==> src/rtl/decode_pkg.sv <==
// decode_pkg: shared decode definitions for decode_regfile_stage.
//   - MIPS opcode / funct constants for the supported subset
//   - aluop_e: 2-bit main-decoder to ALU-decoder handoff
//   - ALU control line encodings
//   - ctrl_t: control bits carried through ID/EX
package decode_pkg;

  localparam logic [5:0] OP_RTYPE = 6'b000000;
  localparam logic [5:0] OP_LW    = 6'b100011;
  localparam logic [5:0] OP_SW    = 6'b101011;
  localparam logic [5:0] OP_ADDI  = 6'b001000;
  localparam logic [5:0] OP_BEQ   = 6'b000100;

  localparam logic [5:0] FN_ADD = 6'b100000;
  localparam logic [5:0] FN_SUB = 6'b100010;
  localparam logic [5:0] FN_AND = 6'b100100;
  localparam logic [5:0] FN_OR  = 6'b100101;
  localparam logic [5:0] FN_SLT = 6'b101010;

  typedef enum logic [1:0] {
    ALUOP_ADD   = 2'b00,  // memory / addi address add
    ALUOP_SUB   = 2'b01,  // beq compare
    ALUOP_FUNCT = 2'b10   // R-type, look at funct
  } aluop_e;

  localparam logic [3:0] ALU_AND = 4'b0000;
  localparam logic [3:0] ALU_OR  = 4'b0001;
  localparam logic [3:0] ALU_ADD = 4'b0010;
  localparam logic [3:0] ALU_SUB = 4'b0110;
  localparam logic [3:0] ALU_SLT = 4'b0111;

  typedef struct packed {
    aluop_e aluop;
    logic   mem_r;
    logic   mem_w;
    logic   reg_w;
    logic   mem_to_reg;
  } ctrl_t;

endpackage

==> src/rtl/regfile_2r1w.sv <==
// regfile_2r1w: NUM_REGS x DATA_W register file, two combinational read
// ports, one synchronous write port. Register 0 always reads zero and
// ignores writes. Synchronous active-high reset clears every register.
// Optional macro DECODE_BYPASS_EN: a same-cycle write to the index being
// read is forwarded to the read port (write-through).
// Ports: clk, reset, wb_en/wb_addr/wb_data (write), ra1/ra2 -> rd1/rd2 (read).
module regfile_2r1w #(
  parameter int DATA_W   = 32,
  parameter int NUM_REGS = 32,
  localparam int ADDR_W  = $clog2(NUM_REGS)
) (
  input  logic              clk,
  input  logic              reset,
  input  logic              wb_en,
  input  logic [ADDR_W-1:0] wb_addr,
  input  logic [DATA_W-1:0] wb_data,
  input  logic [ADDR_W-1:0] ra1,
  input  logic [ADDR_W-1:0] ra2,
  output logic [DATA_W-1:0] rd1,
  output logic [DATA_W-1:0] rd2
);

  logic [NUM_REGS-1:0][DATA_W-1:0] regs;
  logic                            wr;

  assign wr = wb_en && (wb_addr != '0);

  always_ff @(posedge clk) begin
    if (reset)   regs <= '0;
    else if (wr) regs[wb_addr] <= wb_data;
  end

  always_comb begin
    rd1 = (ra1 == '0) ? '0 : regs[ra1];
    rd2 = (ra2 == '0) ? '0 : regs[ra2];
`ifdef DECODE_BYPASS_EN
    // wr already excludes index 0, so the zero register stays zero
    if (wr && (wb_addr == ra1)) rd1 = wb_data;
    if (wr && (wb_addr == ra2)) rd2 = wb_data;
`endif
  end

endmodule

==> src/rtl/decode_regfile_stage.sv <==
// decode_regfile_stage: MIPS decode + register read, registered into an
// ID/EX stage (1-cycle latency) with valid, stall and flush.
// Optional macro DECODE_BYPASS_EN: write-through forwarding in the regfile.
// Ports:
//   clk, reset          rising-edge clock, synchronous active-high reset
//   in_valid, instr     instruction from IF/ID
//   stall, flush        hold / kill ID/EX; in_ready = !stall
//   wb_en/addr/data     write-back port
//   ex_*                ID/EX outputs toward the ALU
// Supports NUM_REGS up to 32 (register fields are 5 bits in the encoding).
module decode_regfile_stage
  import decode_pkg::*;
#(
  parameter int DATA_W   = 32,
  parameter int NUM_REGS = 32,
  parameter int ADDR_W   = $clog2(NUM_REGS),
  parameter bit IMM_SEXT = 1'b1
) (
  input  logic              clk,
  input  logic              reset,
  input  logic              in_valid,
  input  logic [31:0]       instr,
  input  logic              stall,
  input  logic              flush,
  output logic              in_ready,
  input  logic              wb_en,
  input  logic [ADDR_W-1:0] wb_addr,
  input  logic [DATA_W-1:0] wb_data,
  output logic              ex_valid,
  output logic [DATA_W-1:0] ex_operand1,
  output logic [DATA_W-1:0] ex_operand2,
  output logic [DATA_W-1:0] ex_store_data,
  output logic [ADDR_W-1:0] ex_dest,
  output logic              ex_mem_r,
  output logic              ex_mem_w,
  output logic              ex_reg_w,
  output logic              ex_mem_to_reg,
  output logic [3:0]        ex_alu_ctrl,
  output logic              ex_illegal
);

  logic [5:0]        opcode, funct;
  logic [4:0]        rs5, rt5, rd5;
  logic [ADDR_W-1:0] rs, rt, rd;
  logic [DATA_W-1:0] rd1, rd2, imm;
  logic              unused_shamt;

  assign opcode       = instr[31:26];
  assign funct        = instr[5:0];
  assign rs5          = instr[25:21];
  assign rt5          = instr[20:16];
  assign rd5          = instr[15:11];
  assign rs           = rs5[ADDR_W-1:0];
  assign rt           = rt5[ADDR_W-1:0];
  assign rd           = rd5[ADDR_W-1:0];
  assign unused_shamt = ^instr[10:6];
  assign in_ready     = !stall;

  regfile_2r1w #(.DATA_W(DATA_W), .NUM_REGS(NUM_REGS)) u_rf (
    .clk, .reset, .wb_en, .wb_addr, .wb_data,
    .ra1(rs), .ra2(rt), .rd1, .rd2
  );

  always_comb begin
    if (IMM_SEXT) imm = DATA_W'(signed'(instr[15:0]));
    else          imm = DATA_W'(instr[15:0]);
  end

  // ---- decode ----
  ctrl_t       dec;
  logic [3:0]  dec_alu;
  logic        dec_ill;
  logic        op_ill;

  always_comb begin
    dec    = '0;
    op_ill = 1'b0;
    case (opcode)
      OP_RTYPE: begin dec.aluop = ALUOP_FUNCT; dec.reg_w = 1'b1; end
      OP_LW:    begin dec.mem_r = 1'b1; dec.reg_w = 1'b1; dec.mem_to_reg = 1'b1; end
      OP_SW:    dec.mem_w = 1'b1;
      OP_ADDI:  dec.reg_w = 1'b1;
      OP_BEQ:   dec.aluop = ALUOP_SUB;
      default:  op_ill = 1'b1;
    endcase

    dec_ill = op_ill;
    case (dec.aluop)
      ALUOP_ADD: dec_alu = ALU_ADD;
      ALUOP_SUB: dec_alu = ALU_SUB;
      ALUOP_FUNCT: begin
        case (funct)
          FN_ADD:  dec_alu = ALU_ADD;
          FN_SUB:  dec_alu = ALU_SUB;
          FN_AND:  dec_alu = ALU_AND;
          FN_OR:   dec_alu = ALU_OR;
          FN_SLT:  dec_alu = ALU_SLT;
          default: begin
            // unknown funct must never retire a register write
            dec_alu   = ALU_AND;
            dec_ill   = 1'b1;
            dec.reg_w = 1'b0;
          end
        endcase
      end
      default: dec_alu = ALU_AND;
    endcase
    // unknown opcode: every control line low
    if (op_ill) dec_alu = ALU_AND;
  end

  // ---- ID/EX register ----
  ctrl_t ex_ctrl;

  always_ff @(posedge clk) begin
    if (reset) begin
      ex_valid      <= 1'b0;
      ex_ctrl       <= '0;
      ex_alu_ctrl   <= '0;
      ex_illegal    <= 1'b0;
      ex_operand1   <= '0;
      ex_operand2   <= '0;
      ex_store_data <= '0;
      ex_dest       <= '0;
    end else if (flush) begin
      // data fields left as-is; only control state matters for a bubble
      ex_valid    <= 1'b0;
      ex_ctrl     <= '0;
      ex_alu_ctrl <= '0;
      ex_illegal  <= 1'b0;
    end else if (!stall) begin
      ex_valid      <= in_valid;
      ex_ctrl       <= in_valid ? dec : '0;
      ex_alu_ctrl   <= in_valid ? dec_alu : '0;
      ex_illegal    <= in_valid && dec_ill;
      ex_operand1   <= rd1;
      ex_operand2   <= (dec.aluop == ALUOP_ADD) ? imm : rd2;
      ex_store_data <= rd2;
      ex_dest       <= (opcode == OP_RTYPE) ? rd : rt;
    end
  end

  assign ex_mem_r      = ex_ctrl.mem_r;
  assign ex_mem_w      = ex_ctrl.mem_w;
  assign ex_reg_w      = ex_ctrl.reg_w;
  assign ex_mem_to_reg = ex_ctrl.mem_to_reg;

endmodule

==> config.mk <==
export PLATFORM = sky130hd
export DESIGN_NAME = decode_regfile_stage
export DESIGN_NICKNAME = d
export VERILOG_FILES = /design/src/rtl/decode_pkg.sv /design/src/rtl/regfile_2r1w.sv /design/src/rtl/decode_regfile_stage.sv
export SDC_FILE = /design/constraint.sdc
export NUM_CORES = 2
export LEC_CHECK = 0
export BUFFER_PORTS_ARGS = -buffer_cell sky130_fd_sc_hd__clkbuf_2
export CAP_MARGIN = 20
export CORE_ASPECT_RATIO = 0.7
export CORE_MARGIN = 5
export CORE_UTILIZATION = 35
export DETAILED_ROUTE_END_ITERATION = 10
export MAX_ROUTING_LAYER = met4
export SLEW_MARGIN = 40
export SYNTH_ARGS = -nofsm -noshare
export SYNTH_HDL_FRONTEND = slang
export SYNTH_HIERARCHICAL = 1
export SYNTH_SLANG_ARGS = --single-unit
==> constraint.sdc <==
create_clock -name clk -period 1.8 [get_ports clk]
set_input_delay 0.09 -clock clk [delete_from_list [all_inputs] [get_ports clk]]
set_output_delay 0.09 -clock clk [all_outputs]
set_load 0.01 [all_outputs]
== Word-level counts from Yosys, hierarchy flattened ==
Index checks and enable logic that the tools add are counted.

* Equality and inequality tests: 11
* $lt $le $gt $ge: 4
* Reductions and logical operators: 14
* Bitwise logic cells: 2
* Mux-type cells: 25

{| class="wikitable"
|+ Operators by type and width
! operator !! number
|-
| 1024-bit bitwise mux || 1
|-
| 32-bit binary-select mux with 5-bit select || 2
|-
| 32-bit 2-to-1 mux || 6
|-
| 32-bit demux with 5-bit select || 1
|-
| 6-bit == test, second input constant || 7
|-
| 5-bit by 6-bit less-than comparator with 1-bit output, second input constant || 3
|-
| 4-bit 2-to-1 mux || 3
|-
| 3-bit case mux with 4 select lines || 1
|-
| 5-bit logical NOT || 2
|-
| 5-bit OR reduction || 2
|-
| 3-bit case mux with 3 select lines || 1
|-
| 1-bit 2-to-1 mux || 8
|-
| 6-bit by 3-bit == test with 1-bit output, second input constant || 1
|-
| 6-bit by 4-bit == test with 1-bit output, second input constant || 1
|-
| 6-bit logical NOT || 1
|-
| 5-bit by 1-bit >= comparator with 1-bit output, second input constant || 1
|-
| 5-bit 2-to-1 mux || 1
|-
| 5-bit nonzero test || 1
|-
| 2-bit case mux with 2 select lines || 1
|-
| 1-bit logical AND || 3
|-
| 3-bit OR reduction || 1
|-
| 2-bit by 1-bit == test with 1-bit output, second input constant || 1
|-
| 2-bit == test, second input constant || 1
|-
| 2-bit logical NOT || 1
|-
| other kinds (4) || 5
|}

* Input port bits: 75
* Word-level logic and storage cells: 99
* Output and inout bits: 112
* Bits in registers: 1,135

== Logic depth before layout (Yosys ltp) ==
* Depth after elaboration: 6
* Gate-level depth with buffers: 10
* Gate-level depth less buffers: 6

== Modules after synthesis ==
The synthesis kept the hierarchy.

{| class="wikitable"
|+ By module, submodules not included
! module !! times used !! cells an instance !! area each (µm²) !! sequential area each (µm²)
|-
| regfile_2r1w || 1 || 5,860 || 51,508.2 || 20,499.7
|-
| decode_regfile_stage || 1 || 530 || 4,269.1 || 2,182.1
|}

== Worst setup path after synthesis ==
OpenSTA, ideal clock, no wires.

* Path type: input to register
* From: in instr[18]
* To: reg ex_operand2[16]
* Path buffers: 3
* Arrival: 1.813 ns
* Library setup time: 0.132 ns
* Stages on the path: 9
* Data required time: 1.668 ns
* Setup slack: -0.145 ns
* Cell sequence: buf_4 > buf_4 > clkbuf_1 > mux4_2 > mux2_2 > o21ai_0 > a311oi_1 > a211oi_1 > nor3_1

* Longest elaborated chain between the ends: 4
* Elaborated cells on any way between the ends: 5
* Those cells by class: mux (4); reduce/logical (1)

{| class="wikitable"
|+ Ends and longest elaborated chain
! element !! line !! text
|-
| start, declared || decode_regfile_stage.sv:22 || <nowiki>input logic [31:0] instr,</nowiki>
|-
| 32-bit binary-select mux with 5-bit select || regfile_2r1w.sv:35 || <nowiki>rd2 = (ra2 == '0) ? '0 : regs[ra2];</nowiki>
|-
| 32-bit 2-to-1 mux (implied by the code) || regfile_2r1w.sv:35 ||
|-
| 32-bit 2-to-1 mux * || regfile_2r1w.sv:35 ||
|-
| named net rd2[16] || decode_regfile_stage.sv:45 || <nowiki>logic [DATA_W-1:0] rd1, rd2, imm;</nowiki>
|-
| 32-bit 2-to-1 mux * || decode_regfile_stage.sv:137 || <nowiki>ex_operand2 <= (dec.aluop == ALUOP_ADD) ? imm : rd2;</nowiki>
|-
| end signal, assigned || decode_regfile_stage.sv:137 ||
|-
| end, declared || decode_regfile_stage.sv:31 || <nowiki>output logic [DATA_W-1:0] ex_operand2,</nowiki>
|}

The timed path passes the listed nets; every way through them passes the cells marked *. The select of a mux whose other input is x is not followed.
A chain may end at the register's enable or synchronous reset.

== Worst setup path after layout ==
* From: reg u_rf/regs[483] in the netlist's numbering
* To: reg ex_operand2[3]

* Longest elaborated chain between the ends: 4

{| class="wikitable"
|+ Ends and longest elaborated chain
! element !! line !! text
|-
| start, declared || regfile_2r1w.sv:23 || <nowiki>logic [NUM_REGS-1:0][DATA_W-1:0] regs;</nowiki>
|-
| start signal, assigned by index || regfile_2r1w.sv:30 || <nowiki>else if (wr) regs[wb_addr] <= wb_data;</nowiki>
|-
| 32-bit binary-select mux with 5-bit select || regfile_2r1w.sv:35 ||
|-
| 32-bit 2-to-1 mux (implied by the code) || regfile_2r1w.sv:35 ||
|-
| 32-bit 2-to-1 mux || regfile_2r1w.sv:35 ||
|-
| named net rd2[3] || decode_regfile_stage.sv:45 ||
|-
| 32-bit 2-to-1 mux || decode_regfile_stage.sv:137 ||
|}

The timed path passes the listed nets, and every way through them passes these cells. The select of a mux whose other input is x is not followed.

==> implementation parameters <==
Parameter                              Value

CTS
  CTS clk-pin slew, worst paths    about 0.070 ns
  Clock tree from TritonCTS    built
  Clock tree root driver cell    sky130_fd_sc_hd__clkbuf_16
  TritonCTS buffer count    108
  Total number of clock tree sinks    ~1.1k
  CTS HTree Levels    3
  Clock latency of the later-clocked register in the worst-skew pair    0.77 ns
  Bufs on Longest Clock Path    3

STA
  Unrepaired setup endpoints after global routing    true
  Final worst-path setup slack    -0.152 ns
  Final hold violations    1
  Crit share post-route    1.08
  Final number of max-transition violations    0
  Setup Skew    roughly 0.055 ns
  Setup violations, final    49
  Highest clock frequency the design can meet    approximately 0.51 GHz
  WHS    -0.0227 ns
  Shortest period the worst path allows    1.95 ns
  Least-Margin Pin Slew    0.911 ns
  Worst relative slew slack    0.393

Pwr
  Pleak    24.8 nW
  Power share of the sequential group    0.447
  Fraction of power consumed by the clock network    0.437
  Ratio of total power to cell area    ~800 nW/µm²
  Combinational power share    0.116
  Net Sw Frac    0.272
  Peak supply drop    around 740 µV
  Net load switching power    15.6 mW
  P_int    41.7 mW

Finish
  P&R area growth vs syn    28.1%
  Final Util    0.451
  Post-Layout Inst Area    roughly 71000 µm²
  Number of fillers in the final layout    around 15k
  Final Net Count    6983
  Layout cell share with drive strength beyond 1    0.306

Worst setup path
  Top fanout value on the critical path    2
  Critical Path Start Type    flip-flop
  CP Data Arrival Time    2.59 ns
  Data required time of the critical path    around 2.4 ns
  Setup slack on the worst flop-to-flop path    -0.15 ns
  Endpoint kind of the worst setup timing path    flip-flop
  Kind of critical path    reg2reg

Global route
  Largest net degree at the start of global routing    85
  Total GRT Usage    0.317
  GR Overflow Total    0
  First-pass GRT wire length    378 mm
  Number of antenna violations at the first check in global routing    23
  Via count of the first global-routing pass    52.6k

Synth
  Dominant synthesized flop cell    sky130_fd_sc_hd__dfxtp_1
  Post-synthesis instance area    55800 µm²
  Post-Synthesis Cells    roughly 6.4k
  Post-synth top area cell    sky130_fd_sc_hd__dfxtp_1
  Distinct cells, synth    56
  Mean cell area of the mapped netlist    8.73 µm²
  Number of synthesized flops with an enable pin    0
  Synth top area share    0.407
  Seq cells post-synth    1133
  Sequential area share after synthesis    0.407
  Most frequent cell after synthesis    sky130_fd_sc_hd__nand2_1
  Proportion of synthesized flip-flops having asynchronous set or reset    0
  Synthesized-area fraction occupied by ao, oa, aoi and oai cells    0.150
  Synthesis Warnings    6
  Adder and majority cell fraction of the synthesized area    0
  Area contributors post-synth    sky130_fd_sc_hd__dfxtp_1, sky130_fd_sc_hd__mux4_2, sky130_fd_sc_hd__nand2_1
  Simple-gate area share of the yosys netlist    0.176
  Synth Area in XOR/XNOR    0
  Dominant combinational cell family by area after synthesis    multiplexers
  Multiplexer fraction of the synthesized cell area    0.217
  Nets in the synthesized netlist    6465
  List of most frequent post-synthesis cells    sky130_fd_sc_hd__nand2_1, sky130_fd_sc_hd__dfxtp_1, sky130_fd_sc_hd__a21oi_1, sky130_fd_sc_hd__clkbuf_1, sky130_fd_sc_hd__mux4_2

Routing
  Per-cell via count in the routed design    roughly 6
  Drt wl/cell    29.4 µm
  DR DRC count    0
  DR vias    56.3k
  TritonRoute pass-1 iters    9
  Post-route antenna net violation count    0
  Initial DRC count    9475
  Routed WL    approximately 270 mm

Hold path
  Min-Delay Path Class    in2reg

Run
  Max-capacitance violation count    0

Status
  Failing checks    hold timing, setup timing
  Run status    complete, but fails checks

Die
  Number of placement rows    approximately 120
  Starting utilization of the core area    0.352
  Overall die width    487 µm
  Core area    158000 µm²
  DIE AREA    168000 µm²
  I/O pins    187
  Die height    344 µm

Placement
  Detailed placement HPWL    ~170 mm
  RD Place Congestion    0.964
  Placed inst area    65500 µm²
  IO Port Bufs    185
==> flip-flops by register name (all words and copies together), names as in the netlist <==
register / flops
ex_store_data: 32
ex_mem_w: 1
ex_reg_w: 1
ex_illegal: 1
ex_alu_ctrl: 3
ex_operand1: 32
u_rf/regs: 1024
ex_operand2: 32
ex_mem_r: 1
ex_valid: 1
ex_dest: 5
==> power groups by stage <==
| stage | registers, mW | clock network, mW | logic [mW] |
|---|---|---|---|
| floorplan | 26.1 | 0 | 2.88 |
| global placement | 26.1 | 0 | 5.97 |
| global route | 25.6 | 26.1 | 6.75 |
| CTS | 25.6 | 25.0 | 6.25 |
| detailed placement | 26.2 | 0 | 5.99 |
| finish | 25.6 | 25.0 | 6.64 |
==> critical path, cell delays in order (launching register included) <==
cell and delay, ns:
sky130_fd_sc_hd__dfxtp_2 0.33, sky130_fd_sc_hd__buf_6 0.11, sky130_fd_sc_hd__mux4_2 0.47, sky130_fd_sc_hd__mux2_4 0.34, sky130_fd_sc_hd__o21ai_4 0.16, sky130_fd_sc_hd__buf_6 0.13
sky130_fd_sc_hd__a311oi_4 0.06, sky130_fd_sc_hd__nand2_1 0.15, sky130_fd_sc_hd__a311oi_2 0.09
==> metrics by stage <==
stage | setup TNS (ns) | std cells | power [mW] | setup WS, ns
floorplan | -0.0515 | 6390 | 29.0 | -0.0109
finish | -2.84 | 9126 | 57.3 | -0.152
global route | -4.84 | 9120 | 58.5 | -0.185
global placement | -47.96 | 8850 | 32.1 | -0.835
detailed placement | -49.27 | 8850 | 32.2 | -0.865
CTS | -3.06 | 9109 | 56.9 | -0.157
==> what timing repair did <==
item,in CTS,in global routing
endpoints found under the hold margin,455,2
pin swaps,55,82
hold buffers,64,1
resized for setup,245,258
endpoints found under the setup margin,81,90
buffers inserted,13,8
==> layout make-up <==
class | count | area (µm²) | share of cell area
Antenna cell | 22 | 55.1 | 0.000770
Clock buffer | 151 | 3140 | 0.0439
Clock inverter | 47 | 627 | 0.00877
Inverter | 3 | 13.8 | 0.000193
Multi-Input combinational cell | 4589 | 31900 | 0.447
Sequential cell | 1133 | 22900 | 0.320
Tap cell | 2108 | 2640 | 0.0369
Timing Repair Buffer | 1073 | 10200 | 0.143
==> placed cells by master, fill, tap and decap left out, types with 58 or more instances in the layout <==
cell type                       count
sky130_fd_sc_hd__nor2b_1           91
sky130_fd_sc_hd__buf_4            620
sky130_fd_sc_hd__clkbuf_16        110
sky130_fd_sc_hd__mux2i_1          126
sky130_fd_sc_hd__dlygate4sd3_1     62
sky130_fd_sc_hd__nand2_1         2175
sky130_fd_sc_hd__clkbuf_2         178
sky130_fd_sc_hd__buf_12           183
sky130_fd_sc_hd__dfxtp_1          988
sky130_fd_sc_hd__a21oi_1         1049
sky130_fd_sc_hd__mux4_2           448
sky130_fd_sc_hd__dfxtp_2          145
sky130_fd_sc_hd__a211oi_2          58
==> cell families (layout without fill, tap and decap cells) <==
logic type,after synthesis,after routing
AO/OA/AOI/OAI,1474,1474
buffers and inverters,668,1274
flip-flops,1133,1133
multiplexers,641,641
other,1,23
AND/OR/NAND/NOR,2473,2473
==> path summary, 6_finish.rpt <==
path | start | cells past startpoint | to
max | u_rf/regs[483]$_SDFFE_PP0P_ | 8 | ex_operand2[3]$_SDFFE_PP0P_
min | instr[27] | 5 | ex_alu_ctrl[1]$_SDFFE_PP0N_
max reg2reg | u_rf/regs[483]$_SDFFE_PP0P_ | 8 | ex_operand2[3]$_SDFFE_PP0P_
min reg2reg | ex_operand1[19]$_SDFFE_PP0P_ | 2 | ex_operand1[19]$_SDFFE_PP0P_
==> per-layer routing <==
layer / wire length [µm] / GRT usage
met5: 0 / -
met1: 103000 / 0.415
met4: 12800 / 0.133
met2: 106000 / 0.419
met3: 46000 / 0.143
(Power assumes the default switching activity.)
